## src/rtl/print_arb_pkg.sv

```systemverilog
// print_arb_pkg -- shared definitions for the print arbiter.
//   arb_state_e    : FSM state encoding (IDLE=0, XFER=1, GAP=2)
//   DEF_*          : default parameter values of print_arbiter
//   STALL_W/GAP_W  : widths of the stall and gap counters
package print_arb_pkg;

   typedef enum logic [1:0] {
      IDLE = 2'd0,
      XFER = 2'd1,
      GAP  = 2'd2
   } arb_state_e;

   localparam int DEF_NREQ       = 3;
   localparam int DEF_GAP_CYCLES = 16;
   localparam int DEF_TIMEOUT    = 4096;

   localparam int STALL_W = 20;
   localparam int GAP_W   = 16;

endpackage

```

## src/rtl/print_arbiter_rr_pick.sv

```systemverilog
// rr_pick -- combinational round-robin one-hot picker.
//   i_req [NREQ] : request vector
//   i_ptr        : index that has top priority this round
//   o_gnt [NREQ] : one-hot grant, first request at or after i_ptr (mod NREQ);
//                  all zero when nothing is requesting
module rr_pick
   import print_arb_pkg::*;
#(
   parameter int NREQ = DEF_NREQ
) (
   input  logic [NREQ-1:0]         i_req,
   input  logic [$clog2(NREQ)-1:0] i_ptr,
   output logic [NREQ-1:0]         o_gnt
);

   localparam int PW = $clog2(NREQ);

   logic          w_found;
   logic [PW-1:0] w_idx;

   // Walk the sources starting at the pointer; first hit wins.
   always_comb begin
      o_gnt   = '0;
      w_found = 1'b0;
      w_idx   = '0;
      for (int k = 0; k < NREQ; k++) begin
         w_idx = PW'((int'(i_ptr) + k) % NREQ);
         if (!w_found && i_req[w_idx]) begin
            o_gnt[w_idx] = 1'b1;
            w_found      = 1'b1;
         end
      end
   end

endmodule

```

## src/rtl/print_arbiter.sv

```systemverilog
// print_arbiter -- shares one UART transmitter between NREQ byte sources.
// A source owns the UART for a whole message (until src_last), then the
// block idles GAP_CYCLES cycles before arbitrating again (round robin).
// A granted source that stops supplying bytes for TIMEOUT cycles is dropped.
//   i_clk, i_reset             : clock, synchronous active-high reset
//   i_src_valid/data/last      : per-source byte stream (source i at data[8i+7:8i])
//   o_src_ready                : per-source byte accept
//   o_grant                    : one-hot current owner (zero when none)
//   o_tx_data/o_tx_valid       : byte to UART, held stable until i_tx_ready
//   i_tx_ready                 : UART accepts the byte
//   o_busy                     : high in XFER and GAP
//   o_timeout_pulse            : one-cycle pulse when a source is dropped
module print_arbiter
   import print_arb_pkg::*;
#(
   parameter int NREQ       = DEF_NREQ,
   parameter int GAP_CYCLES = DEF_GAP_CYCLES,
   parameter int TIMEOUT    = DEF_TIMEOUT
) (
   input  logic              i_clk,
   input  logic              i_reset,
   input  logic [NREQ-1:0]   i_src_valid,
   input  logic [8*NREQ-1:0] i_src_data,
   input  logic [NREQ-1:0]   i_src_last,
   output logic [NREQ-1:0]   o_src_ready,
   output logic [NREQ-1:0]   o_grant,
   output logic [7:0]        o_tx_data,
   output logic              o_tx_valid,
   input  logic              i_tx_ready,
   output logic              o_busy,
   output logic              o_timeout_pulse
);

   localparam int PW = $clog2(NREQ);
   localparam logic [STALL_W-1:0] STALL_LAST = STALL_W'(TIMEOUT - 1);
   localparam logic [GAP_W-1:0]   GAP_LAST   = (GAP_CYCLES == 0) ? '0 : GAP_W'(GAP_CYCLES - 1);

   arb_state_e         r_state;
   logic [PW-1:0]      r_rr_ptr;
   logic [PW-1:0]      r_gidx;
   logic [NREQ-1:0]    r_grant;
   logic [7:0]         r_tx_data;
   logic               r_tx_valid;
   logic [STALL_W-1:0] r_stall;
   logic [GAP_W-1:0]   r_gap;
   logic               r_timeout_pulse;

   logic [NREQ-1:0][7:0] w_bytes;
   logic [NREQ-1:0]      w_pick;
   logic [PW-1:0]        w_pick_idx;
   logic [PW-1:0]        w_next_ptr;
   logic                 w_xfer;
   logic                 w_g_valid;
   logic                 w_can_take;
   logic                 w_accept;
   logic                 w_stall;
   logic                 w_timeout;
   logic                 w_end_msg;

   assign w_bytes = i_src_data;

   rr_pick #(.NREQ(NREQ)) u_pick (
      .i_req (i_src_valid),
      .i_ptr (r_rr_ptr),
      .o_gnt (w_pick)
   );

   always_comb begin
      w_pick_idx = '0;
      for (int i = 0; i < NREQ; i++)
         if (w_pick[i]) w_pick_idx = PW'(i);
   end

   assign w_xfer     = (r_state == XFER);
   assign w_g_valid  = i_src_valid[r_gidx];
   // Output register can take a byte when empty or draining this cycle.
   assign w_can_take = ~r_tx_valid | i_tx_ready;
   assign w_accept   = w_xfer & w_g_valid & w_can_take;
   // Only a silent source counts as a stall; UART back-pressure does not.
   assign w_stall    = w_xfer & ~w_g_valid;
   assign w_timeout  = w_stall & (r_stall == STALL_LAST);
   assign w_end_msg  = (w_accept & i_src_last[r_gidx]) | w_timeout;
   assign w_next_ptr = (r_gidx == PW'(NREQ - 1)) ? '0 : r_gidx + 1'b1;

   assign o_src_ready     = (w_xfer && w_can_take) ? r_grant : '0;
   assign o_grant         = r_grant;
   assign o_tx_data       = r_tx_data;
   assign o_tx_valid      = r_tx_valid;
   assign o_busy          = (r_state != IDLE);
   assign o_timeout_pulse = r_timeout_pulse;

   always_ff @(posedge i_clk) begin
      if (i_reset) begin
         r_state         <= IDLE;
         r_rr_ptr        <= '0;
         r_gidx          <= '0;
         r_grant         <= '0;
         r_tx_data       <= '0;
         r_tx_valid      <= 1'b0;
         r_stall         <= '0;
         r_gap           <= '0;
         r_timeout_pulse <= 1'b0;
      end else begin
         r_timeout_pulse <= w_timeout;

         // One-entry output register drains regardless of FSM state.
         if (w_accept) begin
            r_tx_data  <= w_bytes[r_gidx];
            r_tx_valid <= 1'b1;
         end else if (i_tx_ready) begin
            r_tx_valid <= 1'b0;
         end

         case (r_state)
            IDLE: begin
               if (|i_src_valid) begin
                  r_grant <= w_pick;
                  r_gidx  <= w_pick_idx;
                  r_stall <= '0;
                  r_state <= XFER;
               end
            end
            XFER: begin
               if (w_accept)
                  r_stall <= '0;
               else if (w_stall && r_stall != STALL_LAST)
                  r_stall <= r_stall + 1'b1;
               if (w_end_msg) begin
                  r_grant  <= '0;
                  r_rr_ptr <= w_next_ptr;
                  r_gap    <= '0;
                  r_state  <= (GAP_CYCLES == 0) ? IDLE : GAP;
               end
            end
            GAP: begin
               // Hold in GAP until the last byte has left the output register.
               if (r_gap == GAP_LAST && !r_tx_valid)
                  r_state <= IDLE;
               else if (r_gap != GAP_LAST)
                  r_gap <= r_gap + 1'b1;
            end
            default: r_state <= IDLE;
         endcase
      end
   end

endmodule

```

## config.mk

```make
export PLATFORM = sky130hd
export DESIGN_NAME = print_arbiter
export DESIGN_NICKNAME = d
export VERILOG_FILES = /design/src/rtl/print_arb_pkg.sv /design/src/rtl/print_arbiter_rr_pick.sv /design/src/rtl/print_arbiter.sv
export SDC_FILE = /design/constraint.sdc
export NUM_CORES = 1
export LEC_CHECK = 0
export ABC_AREA = 1
export CAP_MARGIN = 20
export CORE_ASPECT_RATIO = 1.1
export CORE_MARGIN = 5
export CORE_UTILIZATION = 35
export DETAILED_ROUTE_END_ITERATION = 16
export RECOVER_POWER = 100
export SYNTH_ARGS = -nofsm -noshare
export SYNTH_HDL_FRONTEND = slang
export SYNTH_SLANG_ARGS = --single-unit
```

## constraint.sdc

```tcl
create_clock -name i_clk -period 2.8 [get_ports i_clk]
set_input_delay 0.56 -clock i_clk [delete_from_list [all_inputs] [get_ports i_clk]]
set_output_delay 0.56 -clock i_clk [all_outputs]
set_load 0.01 [all_outputs]
```

==> results.ini <==
[floorplan]
fp.dieH_um = 119
ioPinCount = 50
core-area_um2 = 10400
dieArea_um2 = 12900
start_util = 0.360
num_rows = 39
die_w_um = 109

[logic_synthesis]
synthTopCellsByArea = dfxtp_1, nand2_1, nand3_1
synth-xor-area-share = 0.00700
async_flop_share = 0
synth_seq_area_share = 0.293
synth_top_area_share = 0.293
synth_top_family_by_area = simple AND/OR/NAND/NOR gates
synth_mux_area_frac = 0
synthSimpleGateAreaFrac = 0.440
synth_edf_count = 0
synth_fa_ha_area_frac = 0.0200
synth_top_cell_by_area = dfxtp_1
syn_area_per_cell_um2 = 6.32
synth_warnings = 0
synth_area_um2 = 3750
ys.flop_type = dfxtp_1
synth_compound_area_frac = 0.121
ys_ff_latch = 55
synth_cells = 594
mappedNetlistNets = 633
synth_cell_types = 39

[grt]
grt_pass1_vias = 3790
grt_use_total = 0.160
grt_max_degree = 35
antenna_found_initial = 0
grt-ovfl-total = 0
grt_pass1_wl_um = 17100

[timing]
fin_ws_ns = 0.239
fin_skew_ns = 0.0101
setup_viol = 0
slew-limit-headroom = 0.653
fin_setup_tns_ns = 0
hold_viol_final = 0
rsz0062_at_grt = no
fmaxAchievable_mhz = 390
period_share = 0.915
tightest_slew_ns = 0.519
finalCriticalPeriod_ns = 2.56
drv_slew = 0

[detailed_routing]
routedWlPerCell_um = 12.4
post-route-drc-count = 0
drt_iter0_markers = 200
wl_met2_um = 4860
wirelength_um = 9770
wl_met3_um = 533
drt-met1-wl_um = 4190
routed_via_density = 5.00
vias = 3934
final_antenna_net_count = 0
top_layer = met4
dr.pass1.iters = 5

[clock_tree]
clkLatencyLatePin_ns = 0.30
numClockSinks = 55
path_clk_slew_ns = 0.07
postCtsSetupRepairBufs = 0
cts_buffers = 5
cts_resized = 0
clk_path_buf_depth = 2
cts_tree = done
htree_num_levels = 2
hold_buffers = 0
cts_root_buf = clkbuf_16

[placement]
gp_congestion = 0.897
place_ws_ns = 0.285
dp_cells = 779
numPortBuffers = 49
place_hpwl_um = 7360

[layout]
drive_gt1_frac = 0.0854
final_cells = 787
nets = 682
diodes = 0
final_common_cell = nand2_1
mostFrequentLayoutCells = nand2_1, inv_1, nor2_1
area_delta_synth_final_pct = 19.4
utilization = 0.429

[critical_path]
rrSetupSlack_ns = 0.61
r2r-end = r_gap[3]$_SDFFE_PP0P_
ff2ff_path_depth = 10
crit_type = in -> out
arrival_ns = 2.00
end_kind = output port
slowest_delay_ns = 0.55
cp-endpoint = o_src_ready[2]
cp_max_fo = 3
crit_chain = dlygate4sd3_1 -> nor2_1 -> nor2_1 -> inv_1 -> nor2_1 -> clkdlybuf4s50_1
cp_data_required_time_ns = 2.24
crit_start = i_tx_ready
cpMostUsedCell = nor2_1
worstSetupStartpointType = input port
r2r_start = r_gidx[1]$_SDFFE_PP0P_
cp_slowest_cell = clkdlybuf4s50_1

[outcome]
status = finished clean

[power]
power.switching_mw = 0.795
power_mw = 2.24
p_sw_frac = 0.355
pwr-share-comb = 0.308
clkPwrFrac = 0.285
p_int_mw = 1.44
p_per_area_nw_per_um2 = 500
seqPwrFrac = 0.407
power_leakage_nw = 1.88
ir_drop_v = 0.000279

[min_path]
min_path_type = reg -> reg

[run]
drv_cap = 0

cell families (layout without fill, tap and decap cells):
group | after synthesis | count (layout)
and+or+nand+nor | 364 | 364
buffers and inverters | 97 | 147
AOI/OAI and AO/OA | 69 | 69
DFF | 55 | 55
adders and majority gates | 6 | 6
xor gates and xnor gates | 3 | 3
Yosys cell counts, drive strengths merged, types with 7 or more instances:
| cell | number |
|---|---|
| nor2 | 90 |
| clkbuf | 7 |
| o21bai | 9 |
| buf | 7 |
| a21oi | 29 |
| a41oi | 8 |
| o21ai | 20 |
| inv | 81 |
| nand4 | 25 |
| nand2 | 173 |
| nand3 | 63 |
| nor3 | 8 |
| dfxtp | 55 |
worst min path at each step:
stage	startpoint	to	slack, ns	cells past startpoint
2_1_floorplan	r_stall[1]$_SDFFE_PP0P_	r_stall[1]$_SDFFE_PP0P_	0.46	2
3_3_place_gp	r_stall[1]$_SDFFE_PP0P_	r_stall[1]$_SDFFE_PP0P_	0.47	2
3_5_place_dp	r_stall[1]$_SDFFE_PP0P_	r_stall[1]$_SDFFE_PP0P_	0.48	2
4_1_cts	r_stall[1]$_SDFFE_PP0P_	r_stall[1]$_SDFFE_PP0P_	0.49	2
5_1_grt	r_stall[1]$_SDFFE_PP0P_	r_stall[1]$_SDFFE_PP0P_	0.52	2
6_report	r_stall[1]$_SDFFE_PP0P_	r_stall[1]$_SDFFE_PP0P_	0.50	2
metal layers:
layer / vias to the layer above / global-route usage
li1: 2018 / -
met1: 1797 / 0.187
met2: 106 / 0.279
met3: 13 / 0.0371
met4: 0 / 0.0600
met5: - / 0
metrics by stage:
stage	cell area (um2)	hold slack, ns
2_1_floorplan	3750	0.461
3_3_place_gp	4350	0.475
3_5_place_dp	4350	0.482
4_1_cts	4500	0.494
5_1_grt	4480	0.519
6_report	4480	0.496
area by class of cell:
type                       count  area, um2
tap                          143        179
fill                        1159       5960
clock inverter                 2       16.3
multi-input combinational    442       2200
timing repair buffer          57        547
inverter                      82        314
sequential                    55       1100
clock buffer                   6        129
power groups by stage:
| stage | clock (mW) | combinational, mW | sequential (mW) |
|---|---|---|---|
| after floorplan | 0 | 0.492 | 0.933 |
| after detailed placement | 0 | 0.713 | 0.932 |
| after global placement | 0 | 0.701 | 0.930 |
| after global routing | 0.698 | 0.781 | 0.923 |
| final | 0.638 | 0.689 | 0.912 |
| after CTS | 0.665 | 0.716 | 0.914 |
registers in the layout, indices dropped and copies added, names as in the netlist:
signal / count
o_grant: 3
o_tx_valid: 1
r_rr_ptr: 2
o_timeout_pulse: 1
o_tx_data: 8
r_gap: 16
r_gidx: 2
r_state: 2
r_stall: 20
worst max-delay path: cells and delay by family:
kind / cells / cell delay, ns
simple gates: 3 / 0.29
buf+inv: 3 / 1.16
No activity file was read; power rests on OpenSTA's default activity.
